$ cat src/rtl/program_loader.sv
// program_loader: receives a program as a byte stream and writes it into
// instruction memory one little-endian 32-bit word at a time.
// The RISC-V core is held while a load is in progress.
// Optional build macro: LOADER_CHECKSUM_EN -- when defined, the loader
// expects one extra byte after the last word. The load is flagged as bad
// unless that byte plus the mod-256 sum of all program bytes equals zero.
//
// Byte handshake: byte_ready_o depends only on the current state.
// A byte is taken on the rising edge where byte_valid_i and byte_ready_o
// are both 1. The sender must hold byte_data_i steady while byte_valid_i=1.
// No combinational path runs from byte_valid_i to byte_ready_o.
module program_loader #(
    parameter int unsigned           MEMORY_DEPTH = 32,
    parameter int unsigned           DATA_WIDTH   = 32,
    parameter logic [DATA_WIDTH-1:0] BASE_ADDRESS = DATA_WIDTH'(32'h0040_0000)
) (
    input  logic                  clk,
    input  logic                  reset,
    input  logic                  start_i,
    input  logic [15:0]           length_i,
    input  logic                  byte_valid_i,
    input  logic [7:0]            byte_data_i,
    output logic                  byte_ready_o,
    output logic                  mem_we_o,
    output logic [DATA_WIDTH-1:0] mem_address_o,
    output logic [DATA_WIDTH-1:0] mem_data_o,
    output logic                  busy_o,
    output logic                  done_o,
    output logic                  error_o,
    output logic                  core_hold_o,
    output logic [2:0]            dbg_state_o
);

    typedef enum logic [2:0] {
        S_IDLE    = 3'd0,
        S_RECEIVE = 3'd1,
        S_WRITE   = 3'd2,
        S_CHECK   = 3'd3,
        S_DONE    = 3'd4
    } state_t;

    state_t      r_state;
    state_t      w_next_state;

    logic [15:0] r_length;      // word count latched when a start is accepted
    logic [15:0] r_word_idx;    // index of the word being assembled or written
    logic [1:0]  r_byte_idx;    // byte lane the next accepted byte fills
    logic [31:0] r_word;        // word under assembly
    logic        r_error;

    logic        w_start_ok;
    logic        w_accept;
    logic        w_len_zero;
    logic        w_len_over;
    logic [15:0] w_word_idx_inc;
    logic        w_last_word;
    logic [DATA_WIDTH-1:0] w_word_offset;

    // A start is only honoured when no load is in flight.
    assign w_start_ok     = start_i && ((r_state == S_IDLE) || (r_state == S_DONE));
    assign w_accept       = byte_valid_i && byte_ready_o;
    assign w_len_zero     = (length_i == 16'd0);
    assign w_len_over     = ({16'd0, length_i} > MEMORY_DEPTH);
    assign w_word_idx_inc = r_word_idx + 16'd1;
    assign w_last_word    = (w_word_idx_inc == r_length);
    assign w_word_offset  = DATA_WIDTH'({r_word_idx, 2'b00});

`ifdef LOADER_CHECKSUM_EN
    logic [7:0] r_sum;
    logic [7:0] w_sum_total;

    assign w_sum_total = byte_data_i + r_sum;

    // Running mod-256 sum of every accepted program byte of the current load.
    always_ff @(posedge clk or negedge reset) begin
        if (!reset) begin
            r_sum <= 8'd0;
        end else if (w_start_ok) begin
            r_sum <= 8'd0;
        end else if ((r_state == S_RECEIVE) && w_accept) begin
            r_sum <= w_sum_total;
        end
    end
`endif

    // State register.
    always_ff @(posedge clk or negedge reset) begin
        if (!reset) begin
            r_state <= S_IDLE;
        end else begin
            r_state <= w_next_state;
        end
    end

    // Next-state logic. Degenerate lengths skip straight to DONE without a write.
    always_comb begin
        w_next_state = r_state;
        unique case (r_state)
            S_IDLE, S_DONE: begin
                if (start_i) begin
                    if (w_len_zero || w_len_over) begin
                        w_next_state = S_DONE;
                    end else begin
                        w_next_state = S_RECEIVE;
                    end
                end
            end
            S_RECEIVE: begin
                if (w_accept && (r_byte_idx == 2'd3)) begin
                    w_next_state = S_WRITE;
                end
            end
            S_WRITE: begin
                if (w_last_word) begin
`ifdef LOADER_CHECKSUM_EN
                    w_next_state = S_CHECK;
`else
                    w_next_state = S_DONE;
`endif
                end else begin
                    w_next_state = S_RECEIVE;
                end
            end
            S_CHECK: begin
`ifdef LOADER_CHECKSUM_EN
                if (w_accept) begin
                    w_next_state = S_DONE;
                end
`else
                w_next_state = S_DONE;
`endif
            end
            default: w_next_state = S_IDLE;
        endcase
    end

    // Datapath: latch the load request, assemble bytes, advance the word index, track errors.
    always_ff @(posedge clk or negedge reset) begin
        if (!reset) begin
            r_length   <= 16'd0;
            r_word_idx <= 16'd0;
            r_byte_idx <= 2'd0;
            r_word     <= 32'd0;
            r_error    <= 1'b0;
        end else if (w_start_ok) begin
            r_length   <= length_i;
            r_word_idx <= 16'd0;
            r_byte_idx <= 2'd0;
            r_word     <= 32'd0;
            r_error    <= w_len_over;
        end else begin
            case (r_state)
                S_RECEIVE: begin
                    if (w_accept) begin
                        r_word[{r_byte_idx, 3'b000} +: 8] <= byte_data_i;
                        r_byte_idx <= r_byte_idx + 2'd1;
                    end
                end
                S_WRITE: begin
                    r_word_idx <= w_word_idx_inc;
                end
`ifdef LOADER_CHECKSUM_EN
                S_CHECK: begin
                    if (w_accept) begin
                        r_error <= (w_sum_total != 8'h00);
                    end
                end
`endif
                default: begin
                end
            endcase
        end
    end

    // Outputs decode from state. The memory bus is driven only during the write strobe.
`ifdef LOADER_CHECKSUM_EN
    assign byte_ready_o  = (r_state == S_RECEIVE) || (r_state == S_CHECK);
`else
    assign byte_ready_o  = (r_state == S_RECEIVE);
`endif
    assign mem_we_o      = (r_state == S_WRITE);
    assign mem_address_o = mem_we_o ? (BASE_ADDRESS + w_word_offset) : '0;
    assign mem_data_o    = mem_we_o ? DATA_WIDTH'(r_word) : '0;
    assign busy_o        = (r_state == S_RECEIVE) || (r_state == S_WRITE) || (r_state == S_CHECK);
    assign core_hold_o   = busy_o;
    assign done_o        = (r_state == S_DONE);
    assign error_o       = r_error;
    assign dbg_state_o   = r_state;

endmodule

$ cat config.mk
export PLATFORM = sky130hd
export DESIGN_NAME = program_loader
export DESIGN_NICKNAME = d
export VERILOG_FILES = /design/src/rtl/program_loader.sv
export SDC_FILE = /design/constraint.sdc
export NUM_CORES = 1
export LEC_CHECK = 0
export BUFFER_PORTS_ARGS = -buffer_cell sky130_fd_sc_hd__buf_2
export CAP_MARGIN = 20
export CORE_ASPECT_RATIO = 0.8
export CORE_UTILIZATION = 35
export DETAILED_ROUTE_END_ITERATION = 10
export PLACE_DENSITY_LB_ADDON = 0.2
export SLEW_MARGIN = 20
export SYNTH_ARGS = -nofsm -noshare
export SYNTH_HDL_FRONTEND = slang
export SYNTH_SLANG_ARGS = --single-unit
$ cat constraint.sdc
create_clock -name clk -period 2.6 [get_ports clk]
set_input_delay 0.52 -clock clk [delete_from_list [all_inputs] [get_ports clk]]
set_output_delay 0.52 -clock clk [all_outputs]
set_load 0.01 [all_outputs]
# Yosys cells after proc, flatten, opt, wreduce, memory -nomap -nowiden
# Index checks and enable logic that the tools add are counted.
# classes
add_sub_neg	4
magnitude_cmp	1
eq_ne	8
shift	2
muxes	16
n_reduce_logical	15
# ops
op	count
$mux W32	4
$bwmux W32	1
$mux W16	2
$shift A8 B7 Y32 const A	1
$shiftx A8 B7 Y32	1
$add A23 B18 Y24 const A	1
$mux W24	1
$add A16 B1 Y16 const B	1
$eq A16 B16 Y1	1
$gt A16 B6 Y1 const B	1
$logic_not A16 Y1	1
$mux W3	4
$pmux W3 S4	1
$neg A5 Y7	1
$eq A3 B2 Y1 const B	2
$mux W2	3
$reduce_bool A2 Y1	3
$logic_or A1 B1 Y1	4
$reduce_and A2 Y1	2
$eq A3 B1 Y1 const B	1
$eq A3 B3 Y1 const B	1
$logic_and A1 B1 Y1	3
$logic_not A3 Y1	1
$add A2 B1 Y2 const B	1
other kinds (4)	4
# word_totals
ff_bits	70
inputBits	28
word_cells	52

# Logic depth before layout (Yosys ltp)
# Gate-level depths: netlist of run 1.
# logic_depth
ltp_word	6
mapped_depth	8
ltp_nobuf	7

# Worst setup path after synthesis of run 1
# Ideal clock, no wire load.
# synth_path
kind	register to output
start	reg r_state[2] (netlist: dbg_state_o[2])
end	out mem_data_o[10]
arrival_ps	1663
required_ps	2080
slack_ps	417
path_stages_with_launch	8
path_buffers	3
path_cell_list	dfrtp_1 > nor2b_1 > nand2b_1 > buf_2 > inv_1 > buf_1 > clkbuf_1 > and2_1
# synth_via
elab_chain_len	2
# synth_rtl
item	line_no	source
start: declaration	42	state_t r_state;
start signal: assignment	91	r_state <= w_next_state;
$eq A3 B2 Y1	181	assign mem_we_o = (r_state == S_WRITE);
$mux W32	183	assign mem_data_o = mem_we_o ? DATA_WIDTH'(r_word) : '0;
end: declaration	26	output logic [DATA_WIDTH-1:0] mem_data_o,
# Every way passes these cells.

# Worst setup path in the final report of run 1
# layout_path
start	reg r_state[2] (netlist: dbg_state_o[2])
end	out mem_data_o[1]
# The elaborated chain is that of the path after synthesis.

==> impl_metrics.ini, run 1 <==
[sta]
fin_tns_setup_ns = 0
period_minus_slack_ns = 2.334
finalMaxSlewViolations = 0
fmax_mhz = 428.5
rsz0062_at_grt = false
finClkSkew_ns = 0.006280
slew_headroom = 0.3178
timing_hold_violations_final = 0
timing.hold.ws_ns = 0.2064
tightest_slew_ns = 1.020
finalCritPeriodShare = 0.8975
finalSetupViolations = 0

[worst_setup_path]
worstSetupStartpointType = flip-flop
required_ns = 2.08
end_kind = output port
crit_path_max_fanout = 32
arrival_ns = 1.81
path_class = flip-flop to output port

[finish]
antenna_cells = 0
final_cell_mix = buf_2 (85), dfrtp_1 (70), and2_1 (49), nand2_1 (48), o21ai_0 (37)
nets = 539
synthToLayoutAreaGrowth_pct = 20.46
final_common_cell = buf_2
drive_gt1_frac = 0.2784
num-fill-cells = 1078

[clock_tree]
post_cts_buffers = 0
hold_buffers = 0
cts_made_buffers = 9
clkSinkCount = 70
clkTransAtPathRegs_ns = 0.06
cts_buffer_depth = 2
clock_tree.root_cell = clkbuf_16
h-tree-depth = 3
cts_tree = yes
insertion_delay_ns = 0.33

[synth]
syn_inst = 424
synth_top_flop_cell = dfrtp_1
yosysWarningCount = 0
synthArstFlopShare = 1.000
yosys.area.top_type = dfrtp_1
synth_edf_count = 0
synth_cell_types = 53
synth_top_area_frac = 0.4294
avgSynthCellArea_sq_um = 9.620
yosys-top-cells-area = dfrtp_1 (43%), and2_1 (7.5%), o21ai_0 (4.5%)
synth.cell_area_sq_um = 4079
synth-seq-cells = 70
yosysSeqAreaShare = 0.4294

[grt]
grt_pass1_vias = 3248
grt-ovfl-total = 0
antenna_found_initial = 0
grtUsageTotal = 0.1838
grt_max_degree = 33
grt_pass1_wl_microns = 16820

[power]
irDropWorstVdd_uv = 277.2
leakagePower_nw = 2.300
powerDensity_nw_per_um2 = 537.9
power_mw = 2.643

[placement]
place_congestion = 0.8549
dp.final_hpwl_microns = 7582
place.port_buffers = 85

[die]
die_h_microns = 98.56
die_area_sq_um = 12090
start_util = 0.3674
pin_count = 101
core_area_sq_um = 11100
std_cell_rows = 34
dieWidth_microns = 122.7

[detailed_routing]
drt-pass1-iter-count = 4
routed_via_density = 5.070
wl_per_cell_microns = 15.64
drt-total-wl_microns = 10230
antenna_left = 0
drc = 0
vias = 3316
drt_iter0_drc = 149

[run]
drv_cap = 0

[run_status]
status = finished clean

[hold_path]
worstHoldPathType = input port to asynchronous set/reset pin
report_power, final:
| group | leakage, nW | internal [mW] | switching [mW] |
|---|---|---|---|
| Sequential | 0.931 | 1.12 | 0.0270 |
| Combinational | 1.22 | 0.0792 | 0.110 |
| Clock | 0.146 | 0.842 | 0.469 |
| Total | 2.30 | 2.04 | 0.606 |
kinds of logic after synthesis:
| kind of cell | share of synthesized area |
|---|---|
| AND/OR/NAND/NOR | 0.2374 |
| AO/OA/AOI/OAI | 0.1466 |
| flip-flops | 0.4294 |
| buffers and inverters | 0.06687 |
| XOR/XNOR | 0.05614 |
| multiplexers | 0.04417 |
| adder cells (fa/ha/maj) | 0.01840 |
| other | 0.0009194 |
path summary, 6_finish.rpt:
check / from / endpoint / slack (ns) / depth (start not counted)
min in group clk: length_i[2] / r_length[2]$_DFFE_PN0P_ / 0.43 / 2
max in group asynchronous: reset / error_o$_DFFE_PN0P_ / 1.70 / 2
hold reg to reg: r_word[10]$_DFFE_PN0P_ / r_word[10]$_DFFE_PN0P_ / 0.47 / 2
setup / recovery: dbg_state_o[2]$_DFFE_PN0P_ / mem_data_o[1] / 0.27 / 6
setup reg to reg: r_word_idx[0]$_DFFE_PN0P_ / dbg_state_o[2]$_DFFE_PN0P_ / 0.29 / 7
hold / removal: reset / r_length[4]$_DFFE_PN0P_ / 0.21 / 1
per-stage QoR:
stage          cells  instance area [sq um]  setup WS, ns  utilization
6_report         654                   4913        0.2665       0.4425
3_3_place_gp     638                   4589        0.3571       0.4133
5_1_grt          654                   4913       0.04779       0.4425
3_5_place_dp     638                   4589        0.3017       0.4133
4_1_cts          654                   4906        0.1853       0.4419
2_1_floorplan    438                   4131        0.4166            -
synthesized netlist by cell type, types with 2 or more instances:
master / instances
dfrtp_1: 70
and2_1: 49
nand2_1: 48
o21ai_0: 37
nor2_1: 25
buf_4: 19
xnor2_1: 17
mux2_2: 16
a22o_1: 15
a21oi_1: 14
clkbuf_1: 13
nand3_1: 8
ha_1: 6
nand4_1: 6
nor3_1: 6
xor2_1: 6
buf_2: 5
and3_1: 4
inv_1: 4
nor2b_1: 4
a21o_1: 3
a22oi_1: 3
a31oi_1: 3
buf_6: 3
nor4_1: 3
nor4_2: 3
o31ai_1: 3
buf_1: 2
nand3b_1: 2
nand4_4: 2
o21ai_1: 2
o22ai_1: 2
state kept, by name, summed over array words and instances (netlist names):
signal and cells:
dbg_state_o 3, r_byte_idx 2, r_length 16, error_o 1, r_word_idx 16, r_word 32
per-layer routing:
layer  vias up  share of wire  GRT usage
met5         -              0          0
met4         0          0.013    0.06004
met3        10          0.061    0.04398
met2        82           0.44     0.2688
met1      1613           0.49     0.2649
li1       1611              -          -
critical path, stage by stage (launching register included):
cell      delay, ns
dfrtp_1        0.46
nor2b_1        0.21
nand2b_1       0.10
inv_1          0.11
buf_4          0.28
and2_1         0.18
buf_2          0.13
timing repair:
action / CTS / global route
endpoints found under the setup margin: 0 / 1
endpoints found under the hold margin: 0 / 0
gates resized for setup: 0 / 1
cell type report:
cell class                      count  area [sq um]  share of cell area
Multi-Input combinational cell    322          2111              0.4296
Sequential cell                    70          1752              0.3565
Timing Repair Buffer               98         539.3              0.1098
Clock buffer                       11         232.7             0.04736
Tap cell                          144         180.2             0.03667
Clock inverter                      5         83.83             0.01706
Inverter                            4         15.01            0.003056
(Power assumes the default switching activity.)
==> run 2: changes to the inputs <==
==> constraint.sdc (replaced) <==
create_clock -name clk -period 2.6 [get_ports clk]
set_input_delay 0.13 -clock clk [delete_from_list [all_inputs] [get_ports clk]]
set_output_delay 0.13 -clock clk [all_outputs]
set_load 0.02 [all_outputs]
==> impl_metrics.ini, run 2 (synthesis results as in run 1) <==
[power]
leakagePower_nw = 2.309
power_mw = 2.713
powerDensity_nw_per_um2 = 551.6
irDropWorstVdd_uv = 328.3

[clock_tree]
cts_made_buffers = 9
cts_tree = yes
clock_tree.root_cell = clkbuf_16
post_cts_resized = 0
clkSinkCount = 70
post_cts_buffers = 0
clkTransAtPathRegs_ns = 0.06
insertion_delay_ns = 0.33
h-tree-depth = 3
cts_buffer_depth = 2

[sta]
period_minus_slack_ns = 2.330
finClkSkew_ns = 0.006200
fin_tns_setup_ns = 0
fmax_mhz = 429.2
tightest_slew_ns = 1.049
slew_headroom = 0.3009
finalSetupViolations = 0
rsz0062_at_grt = false
finalMaxSlewViolations = 0
finalCritPeriodShare = 0.8961
timing_hold_violations_final = 0

[worst_setup_path]
worstSetupEndpoint = dbg_state_o[2]$_DFFE_PN0P_
required_ns = 2.82
end_kind = flip-flop
worstSetupStartpointType = flip-flop
reg2regPathDepth = 7
reg2reg_slack_ns = 0.27
path_class = flip-flop to flip-flop
arrival_ns = 2.55
r2r_start = r_word_idx[0]$_DFFE_PN0P_
crit_path_max_fanout = 7
cp-startpoint = r_word_idx[0]$_DFFE_PN0P_
timing.rr.end = dbg_state_o[2]$_DFFE_PN0P_

[finish]
final_cell_mix = buf_2 (85), dfrtp_1 (70), and2_1 (49), nand2_1 (48), o21ai_0 (37)
nets = 538
final_common_cell = buf_2
drive_gt1_frac = 0.2770
antenna_cells = 0
top_regs = r_word (32), r_length (16), r_word_idx (16)
regMostFlops = r_word
largest_register_ffs = 32
synthToLayoutAreaGrowth_pct = 20.58

[detailed_routing]
drt-pass1-iter-count = 5
drt-total-wl_microns = 10110
wl_per_cell_microns = 15.48
routed_via_density = 5.070
antenna_left = 0
vias = 3311
drt_iter0_drc = 173
drc = 0

[grt]
grt_pass1_vias = 3122
grt-ovfl-total = 0
grtUsageTotal = 0.1778
grt_max_degree = 71
antenna_found_initial = 0
grt_pass1_wl_microns = 16500

[die]
start_util = 0.3674
pin_count = 101
core_area_sq_um = 11100
std_cell_rows = 34
die_h_microns = 98.56
die_area_sq_um = 12090
dieWidth_microns = 122.7

[placement]
place.port_buffers = 85
place_congestion = 0.8346
dp.final_hpwl_microns = 7313

[run_status]
status = finished clean

[hold_path]
worstHoldPathType = input port to flip-flop

[run]
drv_cap = 0
## run 2: how the worst min path moves through the flow
stage,startpoint,endpoint,depth (start not counted)
2_1_floorplan,reset,dbg_state_o[0]$_DFFE_PN0P_,0
3_3_place_gp,reset,r_length[0]$_DFFE_PN0P_,2
3_5_place_dp,reset,r_length[3]$_DFFE_PN0P_,2
4_1_cts,length_i[2],r_length[2]$_DFFE_PN0P_,2
5_1_grt,length_i[3],r_length[3]$_DFFE_PN0P_,2
6_report,length_i[0],r_length[0]$_DFFE_PN0P_,2
## run 2: routing by layer
metal	vias to the layer above	routed length, microns	track usage
met1	1622	5073	0.2668
met4	0	113	0.05253
li1	1608	-	-
met3	9	436	0.03704
met5	-	0	0
met2	72	4484	0.2541
## run 2: what timing repair did
item,4_1_cts,5_1_grt
endpoints found under the setup margin,0,0
hold endpoints to repair,70,0
hold buffers,1,0
## run 2: worst max-delay path, cell delays in order, from the launching register on
cell     delay [ns]
dfrtp_1        0.51
ha_1           0.31
nand3_1        0.18
or4_4          0.60
and3_1         0.20
o21ai_1        0.17
nor4_2         0.08
a21o_1         0.18
## run 2: metrics by stage
stage | util | instance area, sq um | cells | worst slack (ns) | hold slack (ns)
3_3_place_gp | 0.4120 | 4574 | 636 | 0.3665 | 0.1867
5_1_grt | 0.4430 | 4918 | 653 | 0.1313 | 0.03876
3_5_place_dp | 0.4120 | 4574 | 636 | 0.2982 | 0.1894
4_1_cts | 0.4430 | 4918 | 653 | 0.2732 | 0.03407
6_report | 0.4430 | 4918 | 653 | 0.2701 | 0.04778
2_1_floorplan | - | 4131 | 438 | 0.4616 | -0.1656
## run 2: where the power goes
group	internal (mW)	leakage [nW]	total, mW	switching (mW)
Combinational	0.0792	1.22	0.198	0.118
Clock	0.893	0.162	1.37	0.481
Sequential	1.12	0.931	1.14	0.0261
Total	2.09	2.31	2.71	0.626
## run 2: area by class of cell
class | instances | area (sq um)
well taps | 144 | 180.2
multi-input cells | 322 | 2107
fillers | 1085 | 6185
repair buffers | 97 | 530.5
inverters | 4 | 15.01
flip-flops and latches | 70 | 1752
clock buffers | 11 | 252.7
clock inverters | 5 | 81.33
